==> src/rtl/cpu_pkg.sv <==
// Shared definitions for the 4-bit CPU: instruction layout, opcodes and
// the sequencer state encoding used by the program store.
package cpu_pkg;

   localparam int INST_W = 8;

   localparam logic [1:0] OP_LOAD = 2'd0;
   localparam logic [1:0] OP_STR  = 2'd1;
   localparam logic [1:0] OP_MV   = 2'd2;
   localparam logic [1:0] OP_ALU  = 2'd3;

   // Bit positions of the instruction fields
   localparam int OPC_HI   = 7;
   localparam int OPC_LO   = 6;
   localparam int RX_HI    = 5;
   localparam int RX_LO    = 4;
   localparam int RY_HI    = 3;
   localparam int RY_LO    = 2;
   localparam int DATA_HI  = 3;
   localparam int DATA_LO  = 0;
   localparam int FUNCT_HI = 1;
   localparam int FUNCT_LO = 0;

   typedef enum logic {
      SEQ_IDLE = 1'b0,
      SEQ_RUN  = 1'b1
   } seq_state_t;

   function automatic logic [1:0] inst_opcode(input logic [INST_W-1:0] inst);
      return inst[OPC_HI:OPC_LO];
   endfunction

endpackage

==> src/rtl/prog_mem.sv <==
// Program word store: synchronous write, registered read. A write to the
// address being read is forwarded so the read port always sees current data.
module prog_mem
   import cpu_pkg::*;
#(
   parameter int DEPTH = 16,
   parameter int AW    = 4
) (
   input  logic              clk,
   input  logic              we,
   input  logic [AW-1:0]     waddr,
   input  logic [INST_W-1:0] wdata,
   input  logic [AW-1:0]     raddr,
   output logic [INST_W-1:0] rdata
);

   logic [INST_W-1:0] mem [DEPTH];

   always_ff @(posedge clk) begin
      if (we) begin
         mem[waddr] <= wdata;
      end
      if (we && (waddr == raddr)) begin
         rdata <= wdata;
      end else begin
         rdata <= mem[raddr];
      end
   end

endmodule

==> src/rtl/rom_sequencer.sv <==
// Writable program store plus sequencer: loads words in IDLE, then presents
// them in address order during RUN, advancing one word per inst_done.
module rom_sequencer
   import cpu_pkg::*;
#(
   parameter int DEPTH = 16,
   parameter int AW    = 4
) (
   input  logic              clk,
   input  logic              clr,
   input  logic              prog_clear,
   input  logic              prog_we,
   input  logic [INST_W-1:0] prog_data,
   input  logic              start,
   input  logic              inst_done,
   output logic [INST_W-1:0] rom_inst,
   output logic              rom_done,
   output logic [AW:0]       pc,
   output logic [AW:0]       len,
   output logic              full,
   output logic              busy
);

   localparam logic [AW:0] DEPTH_V = (AW+1)'(DEPTH);

   seq_state_t        state_reg, state_next;
   logic [AW:0]       pc_reg, pc_next;
   logic [AW:0]       len_reg, len_next;
   logic              inst_valid_reg;
   logic              mem_we;
   logic [AW-1:0]     mem_raddr;
   logic [INST_W-1:0] mem_rdata;
   logic              full_int;

   assign full_int = (len_reg == DEPTH_V);

   always_comb begin
      state_next = state_reg;
      pc_next    = pc_reg;
      len_next   = len_reg;
      mem_we     = 1'b0;
      if (state_reg == SEQ_IDLE) begin
         if (start) begin
            state_next = SEQ_RUN;
            pc_next    = '0;
         end else if (prog_clear) begin
            len_next = '0;
         end else if (prog_we && !full_int) begin
            mem_we   = 1'b1;
            len_next = len_reg + 1'b1;
         end
      end else begin
         // Restart beats everything; an exhausted program drops back to IDLE
         if (start) begin
            pc_next = '0;
         end else if (pc_reg >= len_reg) begin
            state_next = SEQ_IDLE;
         end else if (inst_done) begin
            pc_next = pc_reg + 1'b1;
            if ((pc_reg + 1'b1) == len_reg) begin
               state_next = SEQ_IDLE;
            end
         end
      end
   end

   always_ff @(posedge clk) begin
      if (clr) begin
         state_reg      <= SEQ_IDLE;
         pc_reg         <= '0;
         len_reg        <= '0;
         inst_valid_reg <= 1'b0;
      end else begin
         state_reg      <= state_next;
         pc_reg         <= pc_next;
         len_reg        <= len_next;
         inst_valid_reg <= (pc_next < len_next);
      end
   end

   // Reading at the next pc makes rom_inst track mem[pc] with no extra cycle
   assign mem_raddr = (pc_next < DEPTH_V) ? pc_next[AW-1:0] : '0;

   prog_mem #(
      .DEPTH (DEPTH),
      .AW    (AW)
   ) u_prog_mem (
      .clk   (clk),
      .we    (mem_we),
      .waddr (len_reg[AW-1:0]),
      .wdata (prog_data),
      .raddr (mem_raddr),
      .rdata (mem_rdata)
   );

   assign rom_inst = inst_valid_reg ? mem_rdata : '0;
   assign rom_done = (state_reg == SEQ_IDLE) || (pc_reg >= len_reg);
   assign pc       = pc_reg;
   assign len      = len_reg;
   assign full     = full_int;
   assign busy     = (state_reg == SEQ_RUN);

endmodule
==> config.mk <==
export PLATFORM = sky130hd
export DESIGN_NAME = rom_sequencer
export DESIGN_NICKNAME = d
export VERILOG_FILES = /design/src/rtl/cpu_pkg.sv /design/src/rtl/prog_mem.sv /design/src/rtl/rom_sequencer.sv
export SDC_FILE = /design/constraint.sdc
export NUM_CORES = 1
export LEC_CHECK = 0
export BUFFER_PORTS_ARGS = -buffer_cell sky130_fd_sc_hd__buf_2
export CAP_MARGIN = 10
export CELL_PAD_IN_SITES_DETAIL_PLACEMENT = 0
export CELL_PAD_IN_SITES_GLOBAL_PLACEMENT = 1
export CORE_UTILIZATION = 52
export CTS_CLUSTER_DIAMETER = 60
export DETAILED_ROUTE_END_ITERATION = 8
export PLACE_DENSITY = 0.88
export SLEW_MARGIN = 10
export SYNTH_ARGS = -nofsm -noshare
export SYNTH_HDL_FRONTEND = slang
export SYNTH_SLANG_ARGS = --single-unit
==> constraint.sdc <==
create_clock -name clk -period 3 [get_ports clk]
set_input_delay 0.15 -clock clk [delete_from_list [all_inputs] [get_ports clk]]
set_output_delay 0.15 -clock clk [all_outputs]
set_load 0.02 [all_outputs]
# Yosys cells after proc, flatten, opt, wreduce, memory -nomap -nowiden
# Memories as Yosys holds them, arrays and structs flattened. A register that Yosys moved wholly into a read port is not among the register bits.
# Index checks and enable logic that the tools add are counted.
# totals
in_bits	14
wordCells	39
register_bits	12
n_memories	1
output_inout_bits	21
ram_bits	128
# mem_list
memory	depth	width	rd	rd_clocked_by_memory_dff	write_ports	line_no	rtl
u_prog_mem.mem	16	8	1	1	1	prog_mem.sv:17	logic [INST_W-1:0] mem [DEPTH];
# op_classes
muxes	23
n_reduce_logical	3
bitwise	1
eq_ne	2
add_sub_neg	2
magnitude_cmp	3
# ops
op	n
2-to-1 mux 5 bit	9
2-to-1 mux 1 bit	12
adder 5 x 1 -> 5 bit (second input constant)	2
2-to-1 mux 8 bit	1
equality test 5 bit	1
equality test 5 bit (second input constant)	1
>= comparator 5 bit	1
< comparator 5 bit	1
< comparator 5 bit (second input constant)	1
2-to-1 mux 4 bit	1
logical AND 1 bit	1
logical NOT 1 bit	1
logical OR 1 bit	1
inverter 1 bit	1

# Longest topological paths before layout
# Gate-level depths: netlist of run 1.
# depth
word_depth	9
mapped_depth	13
mapped_depth_nobuf	12

# Cells and area by module
# A second synthesis of run 1 with hierarchy kept.
# unflattened
hier_cells	364
area_unflattened_um2	6193.4
# by_module_without_submodules
module	cells_each	seq_area_each_um2	n_inst	area_each_um2
prog_mem	225	3923.8	1	5067.4
rom_sequencer	139	240.2	1	1126.1

# Worst setup path after synthesis of run 1
# Ideal clock, no wire load.
# synth_timing
path_type	reg-to-reg
startpoint	register len_reg[3] (netlist: len[3])
endpoint	register inst_valid_reg
t_arrival_ns	2.819
stages_incl_launch_ff	13
required_time_ns	2.940
n_path_buf	1
path_slack_ns	0.121
synth_period_minus_slack_ns	2.879
setup_time_ns	0.060
path_cell_list	dfxtp_1 > buf_4 > inv_1 > ha_1 > and4bb_2 > a32oi_1 > nand2_2 > mux2i_1 > nor2_1 > ha_1 > or4_1 > o211ai_2 > o311a_1
# synth_via
word_cells_on_any_way	13
classes_between	1 x add/sub; 2 x order compare; 1 x eq/ne; 7 x mux; 2 x reduce/logical
# synth_rtl
element	line_no	rtl
from (decl)	rom_sequencer.sv:28	logic [AW:0] len_reg, len_next;
from (signal assigned)	rom_sequencer.sv:76	len_reg <= len_next;
>= comparator 5 bit	rom_sequencer.sv:56	end else if (pc_reg >= len_reg) begin
2-to-1 mux 5 bit	rom_sequencer.sv:56	
2-to-1 mux 5 bit	rom_sequencer.sv:54	if (start) begin
2-to-1 mux 5 bit	rom_sequencer.sv:42	if (state_reg == SEQ_IDLE) begin
net pc_next[1]	rom_sequencer.sv:27	logic [AW:0] pc_reg, pc_next;
< comparator 5 bit	rom_sequencer.sv:77	inst_valid_reg <= (pc_next < len_next);
to (signal assigned)	rom_sequencer.sv:77	
to (decl)	rom_sequencer.sv:29	logic inst_valid_reg;
# The timed path passes the listed nets, and every way through them passes these cells.
# A chain may end at the register's enable or synchronous reset.

# Final worst setup path of run 1
# layout_timing
startpoint	register len_reg[4] (netlist: len[4])
endpoint	register inst_valid_reg
# The elaborated chain is that of the path after synthesis.

==> results_dict.tcl, run 1 <==
set metrics [dict create \
    status "finished clean" \
    setup_tns_ps 0 \
    post-route-period-util_pct 92.45 \
    cp-start-kind "flop" \
    die_y_um 110.5 \
    crit_start "len[4]" \
    fin_nets 436 \
    r2r_start "len[4]" \
    clock_latency_ps 420 \
    clk_pin_slew_ps 60 \
    placementRows 39 \
    drtAntennaViolNets 0 \
    placed_area_mm2 0.006495 \
    ys_ff_latch 144 \
    postCtsHoldBufs 0 \
    area_delta_synth_final_pct 16.14 \
    avgSynthCellArea_um2 17.02 \
    dp_hpwl_mm 8.149 \
    vias 3379 \
    overflow 0 \
    yosysUniqueCellTypes 49 \
    worst_pin_slew_ps 611.2 \
    grt_start_max_net_pins 33 \
    synth-edff-count 128 \
    antenna_found_initial 0 \
    rsz0062_at_grt "no" \
    worstPathArrival_ps 3130 \
    drc 0 \
    synth_top_area_cell "edfxtp_1" \
    fin_skew_ps 7.643 \
    synth-main-ff-cell "edfxtp_1" \
    largest_reg_flops 128 \
    worstSetupPathType "flop to flop" \
    avgRoutedWirePerCell_um 22.50 \
    min_period_ps 2774 \
    yosysWarnings 0 \
    final_cell_area_mm2 0.007114 \
    clockBufferDepth 2 \
    yosys.area.top_type_share_pct 62.75 \
    holdCritStartpoint "clr" \
    start_util_pct 53.42 \
    drt_iter0_drc 326 \
    cts_sinks 144 \
    setup_viol 0 \
    portBuffers 34 \
    synth_area_mm2 0.006126 \
    hold_viol 0 \
    hp-class "input pin to flop" \
    grt_pass1_vias 3569 \
    power_density_mw_per_mm2 619.0 \
    syn_nets 388 \
    cts_made_buffers 17 \
    max-vdd-ir-drop_mv 0.5451 \
    dieWidth_um 110.5 \
    ys_seq_area_share_pct 67.97 \
    worstPathMaxFanout 8 \
    viasPerCell 5.991 \
    design.core.area_mm2 0.01147 \
    required_ps 3360 \
    place.gp.congestion 0.8227 \
    drt-total-wl_mm 12.69 \
    max_freq_mhz 360.5 \
    first_pass_iters 5 \
    end_kind "flop" \
    leakage_nw 2.382 \
    htreeDepth 4 \
    yosys-top-cells-area "edfxtp_1, mux4_2, dfxtp_1, mux2i_1, ha_1" \
    maxCapViolCount 0 \
    drive_gt1_share_pct 28.74 \
    relSlewSlack_pct 59.20 \
    async_reset_ff_share_pct 0 \
    cts-root-buf "clkbuf_16" \
    die_area_mm2 0.01222 \
    grt_pass1_wl_mm 19.97 \
    io_pins 35 \
    num_antenna_cells 0 \
    slew_violations 0 \
    cts_tree "done" \
    synthCells 360 \
    track_usage_pct 22.46 \
]
-- through the flow --
stage          util (%)  hold WS [ps]  total power, W  setup slack [ps]  std cells
2_1_floorplan         -         248.9        0.002271             121.1        360
4_1_cts           61.96         24.62        0.004429             170.8        564
5_1_grt           62.04         34.17        0.004533             7.341        564
6_report          62.04         45.43        0.004404             226.4        564
3_3_place_gp      56.64         459.8        0.002313             289.7        532
3_5_place_dp      56.64         461.3        0.002317             183.4        532
-- critical path: stages, from the launching register on --
cell	delay (ps)
dfxtp_1	390
inv_1	100
ha_1	220
and4bb_2	290
o211ai_1	170
nand2_2	220
mux2i_1	270
nor2_1	70
ha_1	220
or4_1	530
o211ai_2	80
o311a_1	170
-- cell type report --
class / instances / area [um2]
Sequential cell: 144 / 4167
Fill cell: 800 / 4353
Multi-Input combinational cell: 188 / 1848
Inverter: 12 / 45.04
Tap cell: 143 / 178.9
Clock inverter: 15 / 185.2
Clock buffer: 17 / 425.4
Timing Repair Buffer: 45 / 265.3
-- cells in the mapped netlist, types with 2 or more instances --
library cell,n
a21oi_1,8
a31oi_1,2
a41oi_1,2
and2_1,17
and4bb_2,2
buf_1,3
buf_2,7
buf_4,2
clkbuf_1,4
dfxtp_1,16
edfxtp_1,128
ha_1,14
inv_1,12
mux2i_1,18
mux4_2,32
nand2_1,10
nand3_1,5
nor2_1,17
nor2b_1,2
nor3_1,5
nor4_1,3
o21ai_0,5
o22ai_1,9
or2_2,3
or3_1,2
xnor2_1,9
-- path summary, 6_finish.rpt --
| kind | end | slack [ps] | cells past startpoint |
|---|---|---|---|
| worst max-delay path | inst_valid_reg | 230 | 11 |
| worst min-delay path | len[2] | 50 | 2 |
| worst max register to register | inst_valid_reg | 230 | 11 |
| worst min register to register | flop | 560 | 3 |
-- layer usage --
metal	up-vias	part of all wire, %	global-route usage [%]
met2	126	52	37.85
met3	18	5.4	5.928
met4	0	1.5	7.733
met5	-	0	0
met1	1704	41	28.23
li1	1531	-	-
-- logic make-up (layout without fill, tap and decap cells) --
family / Yosys count / in the layout / synth area share (%)
xor+xnor: 10 / 10 / 1.430
compound gates: 40 / 40 / 4.392
mux: 50 / 50 / 14.71
flops: 144 / 144 / 67.97
fa+ha+maj: 14 / 14 / 2.860
buf+inv: 28 / 89 / 1.981
simple gates: 74 / 74 / 6.659
-- where the power goes --
group          internal (W)  switching, W  total (W)
clock               0.00132      0.000811    0.00213
sequential          0.00219    0.00000465    0.00219
combinational     0.0000260     0.0000599  0.0000858
total               0.00353      0.000876    0.00440
-- repair_timing --
item                       CTS  global route
setup buffers                0             0
hold endpoints to repair     0             0
gates resized for setup      0             2
setup endpoints to repair    0             1
-- cell usage in the layout (no fill, tap or decap), drive strengths merged, types with 8 or more instances in the layout --
master,count
a21oi,8
edfxtp,128
ha,14
xnor2,9
mux2i,18
and2,17
inv,15
mux4,32
o22ai,9
dfxtp,16
nor2,17
clkbuf,17
buf,45
nand2,11
Note: power is estimated with default switching activity, not from simulation.
==> inputs of run 2 (changes only) <==
--- a/config.mk
+++ b/config.mk
@@ -9,11 +9,12 @@
 export CAP_MARGIN = 10
 export CELL_PAD_IN_SITES_DETAIL_PLACEMENT = 0
 export CELL_PAD_IN_SITES_GLOBAL_PLACEMENT = 1
-export CORE_UTILIZATION = 52
+export CORE_UTILIZATION = 40
 export CTS_CLUSTER_DIAMETER = 60
 export DETAILED_ROUTE_END_ITERATION = 8
-export PLACE_DENSITY = 0.88
+export PLACE_DENSITY = 0.72
 export SLEW_MARGIN = 10
 export SYNTH_ARGS = -nofsm -noshare
 export SYNTH_HDL_FRONTEND = slang
+export SYNTH_HIERARCHICAL = 1
 export SYNTH_SLANG_ARGS = --single-unit
==> run 2 against run 1 <==
Against the previous run:
- count of clock-buffer cells in the layout stayed put
- clock skew is 3.8 ps higher
- largest cell class unchanged
- worst hold slack worse by 17 ps
- largest power group unchanged
- clock power is 6% lower
- critical endpoint unchanged
- fmax is 0.79% lower
- area after synthesis is 1.1% higher
- critical path depth is 1 higher
==> results_dict.tcl, run 2 <==
set metrics [dict create \
    status "finished clean" \
    antenna_found_initial 0 \
    crit_top_cell "ha_1" \
    final_core_util_pct 48.43 \
    r2r_setup_slack_ps 200 \
    rsz0062_at_grt "no" \
    post-route-period-util_pct 93.19 \
    drtAntennaViolNets 0 \
    grt_pass1_wl_mm 20.07 \
    async_reset_ff_share_pct 0 \
    mostFrequentLayoutCell "edfxtp_1" \
    vias 3462 \
    internal-power_w 0.003435 \
    fin_skew_ps 11.44 \
    synth-main-ff-cell "edfxtp_1" \
    num_antenna_cells 0 \
    cts-root-buf "clkbuf_16" \
    layout_common_cells "edfxtp_1, buf_2, buf_4, nand2_1, nor2_1" \
    holdPathEnd "pc[1]" \
    power_density_mw_per_mm2 586.8 \
    htreeDepth 4 \
    fin_cells 636 \
    avgSynthCellArea_um2 17.01 \
    synth_area_mm2 0.006193 \
    overflow 0 \
    leakage_nw 2.495 \
    synth_compound_area_share_pct 4.566 \
    worstPathArrival_ps 3090 \
    placementRows 45 \
    p_clk_share_pct 46.6 \
    required_ps 3300 \
    clk_pin_slew_ps 60 \
    cp-start-kind "flop" \
    worstPathCellList "inv_1, ha_1, nor2b_1, o21ai_2, a211oi_4, and4_4, mux2i_1, ha_1, nand4_1, buf_4, o311a_1, o31a_1" \
    ys_ff_latch 144 \
    end_kind "flop" \
    crit_start "pc[0]" \
    viasPerCell 5.443 \
    hp-class "input pin to flop" \
    setup_tns_ps 0 \
    drive_gt1_share_pct 28.79 \
    dieWidth_um 126.4 \
    design.core.area_mm2 0.01515 \
    clock_latency_ps 420 \
    synth-simple-area-share_pct 8.485 \
    yosysMostFrequentCell "edfxtp_1" \
    synth_top_area_cell "edfxtp_1" \
    power_frac_comb_pct 2.4 \
    synth_mux_area_share_pct 12.99 \
    slowest_stage "a211oi_4" \
    yosysWarnings 6 \
    clockBufferDepth 2 \
    ys_seq_area_share_pct 67.23 \
    drt-total-wl_mm 12.92 \
    portBuffers 34 \
    whs_path_depth 2 \
    setup_viol 0 \
    r2r_start "pc[0]" \
    drc 0 \
    start_util_pct 40.89 \
    worstSetupPathType "flop to flop" \
    die_y_um 126.4 \
    syn_nets 390 \
    seqPwrFrac_pct 51.0 \
    postCtsHoldBufs 0 \
    regToRegEndpoint "inst_valid_reg" \
    cts_sinks 144 \
    relSlewSlack_pct 49.43 \
    largest_reg_flops 128 \
    grt_start_max_net_pins 33 \
    avgRoutedWirePerCell_um 20.32 \
    fin_nets 462 \
    drt_iter0_drc 246 \
    max-vdd-ir-drop_mv 0.3473 \
    synth_top_family_by_area "multiplexers" \
    area_delta_synth_final_pct 18.42 \
    cts_made_buffers 17 \
    track_usage_pct 17.28 \
    p_sw_share_pct 20.20 \
    synthAdderAreaFrac_pct 2.424 \
    dp.cells 603 \
    max_freq_mhz 357.7 \
    synth_xor_area_share_pct 1.838 \
    final_cell_area_mm2 0.007335 \
    yosys-top-cells-area "edfxtp_1, mux4_2, mux4_1, dfxtp_1, ha_1" \
    slowest_delay_ps 390 \
    yosys.area.top_type_share_pct 62.06 \
    maxCapViolCount 0 \
    holdCritStartpoint "clr" \
    dp_hpwl_mm 8.649 \
    worst_pin_slew_ps 757.0 \
    p_switching_w 0.0008693 \
    die_area_mm2 0.01599 \
    hold_viol 0 \
    synthCells 364 \
    placed_area_mm2 0.006738 \
    reg2regPathDepth 12 \
    power.total_w 0.004304 \
    place.gp.congestion 0.7686 \
    n_fill_cell 1291 \
    synth-edff-count 128 \
    synth_common_cells "edfxtp_1, nand2_1, nor2_1, mux4_2" \
    slew_violations 0 \
    yosysUniqueCellTypes 54 \
    grt_pass1_vias 3502 \
    worstPathMaxFanout 7 \
    min_period_ps 2796 \
    io_pins 35 \
    cts_tree "done" \
    first_pass_iters 4 \
]
-- run 2: power by group through the flow --
stage | clock, W | sequential (W) | combinational, W
6_report | 0.00201 | 0.00219 | 0.000105
5_1_grt | 0.00212 | 0.00219 | 0.000117
4_1_cts | 0.00205 | 0.00219 | 0.000104
3_5_place_dp | 0 | 0.00223 | 0.000104
3_3_place_gp | 0 | 0.00223 | 0.000101
2_1_floorplan | 0 | 0.00224 | 0.0000451
-- run 2: how the worst max path moves through the flow --
| stage | slack, ps | endpoint | cells past startpoint |
|---|---|---|---|
| 3_3_place_gp | 210 | inst_valid_reg | 11 |
| 4_1_cts | 170 | inst_valid_reg | 12 |
| 5_1_grt | 5 | inst_valid_reg | 12 |
| 3_5_place_dp | 180 | inst_valid_reg | 12 |
| 2_1_floorplan | 80 | u_prog_mem/mem[0][0] | 7 |
| 6_report | 200 | inst_valid_reg | 12 |
-- run 2: metrics by stage --
stage	hold slack (ps)	worst slack, ps
floorplan	226.8	77.32
global placement	445.8	205.4
detailed placement	462.2	177.4
CTS	16.79	166.2
global route	22.74	5.262
finish	28.61	204.4
-- run 2: cell type report --
type	count	area (um2)	area share [%]
clock buffers	17	425.4	5.800
clock inverters	14	141.4	1.928
inverters	10	37.54	0.5118
multi-input cells	195	1891	25.78
flip-flops and latches	144	4167	56.81
well taps	188	235.2	3.207
repair buffers	68	437.9	5.971
-- run 2: metal layers --
layer  track usage, %  vias up  wire, um  share of wire [%]
li1                 -     1600         -                  -
met1            22.26     1762      5767                 45
met2            28.47       93      6455                 50
met3            4.386        7       583                4.5
met4            6.095        0       117               0.91
met5                0        -         0                  0
-- run 2: critical path, delay by kind of cell, from the launching register on --
kind	cells	cell delay, ps
buf+inv	2	230
fa+ha+maj	2	590
mux	1	80
compound gates	4	900
simple gates	3	540
flops	1	340
-- run 2: kinds of logic after synthesis --
family	Yosys count
xor+xnor	13
mux	35
compound gates	36
buf+inv	25
simple gates	99
fa+ha+maj	12
flops	144
-- run 2: timing repair --
action,in CTS,in global routing
setup endpoints to repair,0,1
setup buffers,0,2
resized for setup,0,3
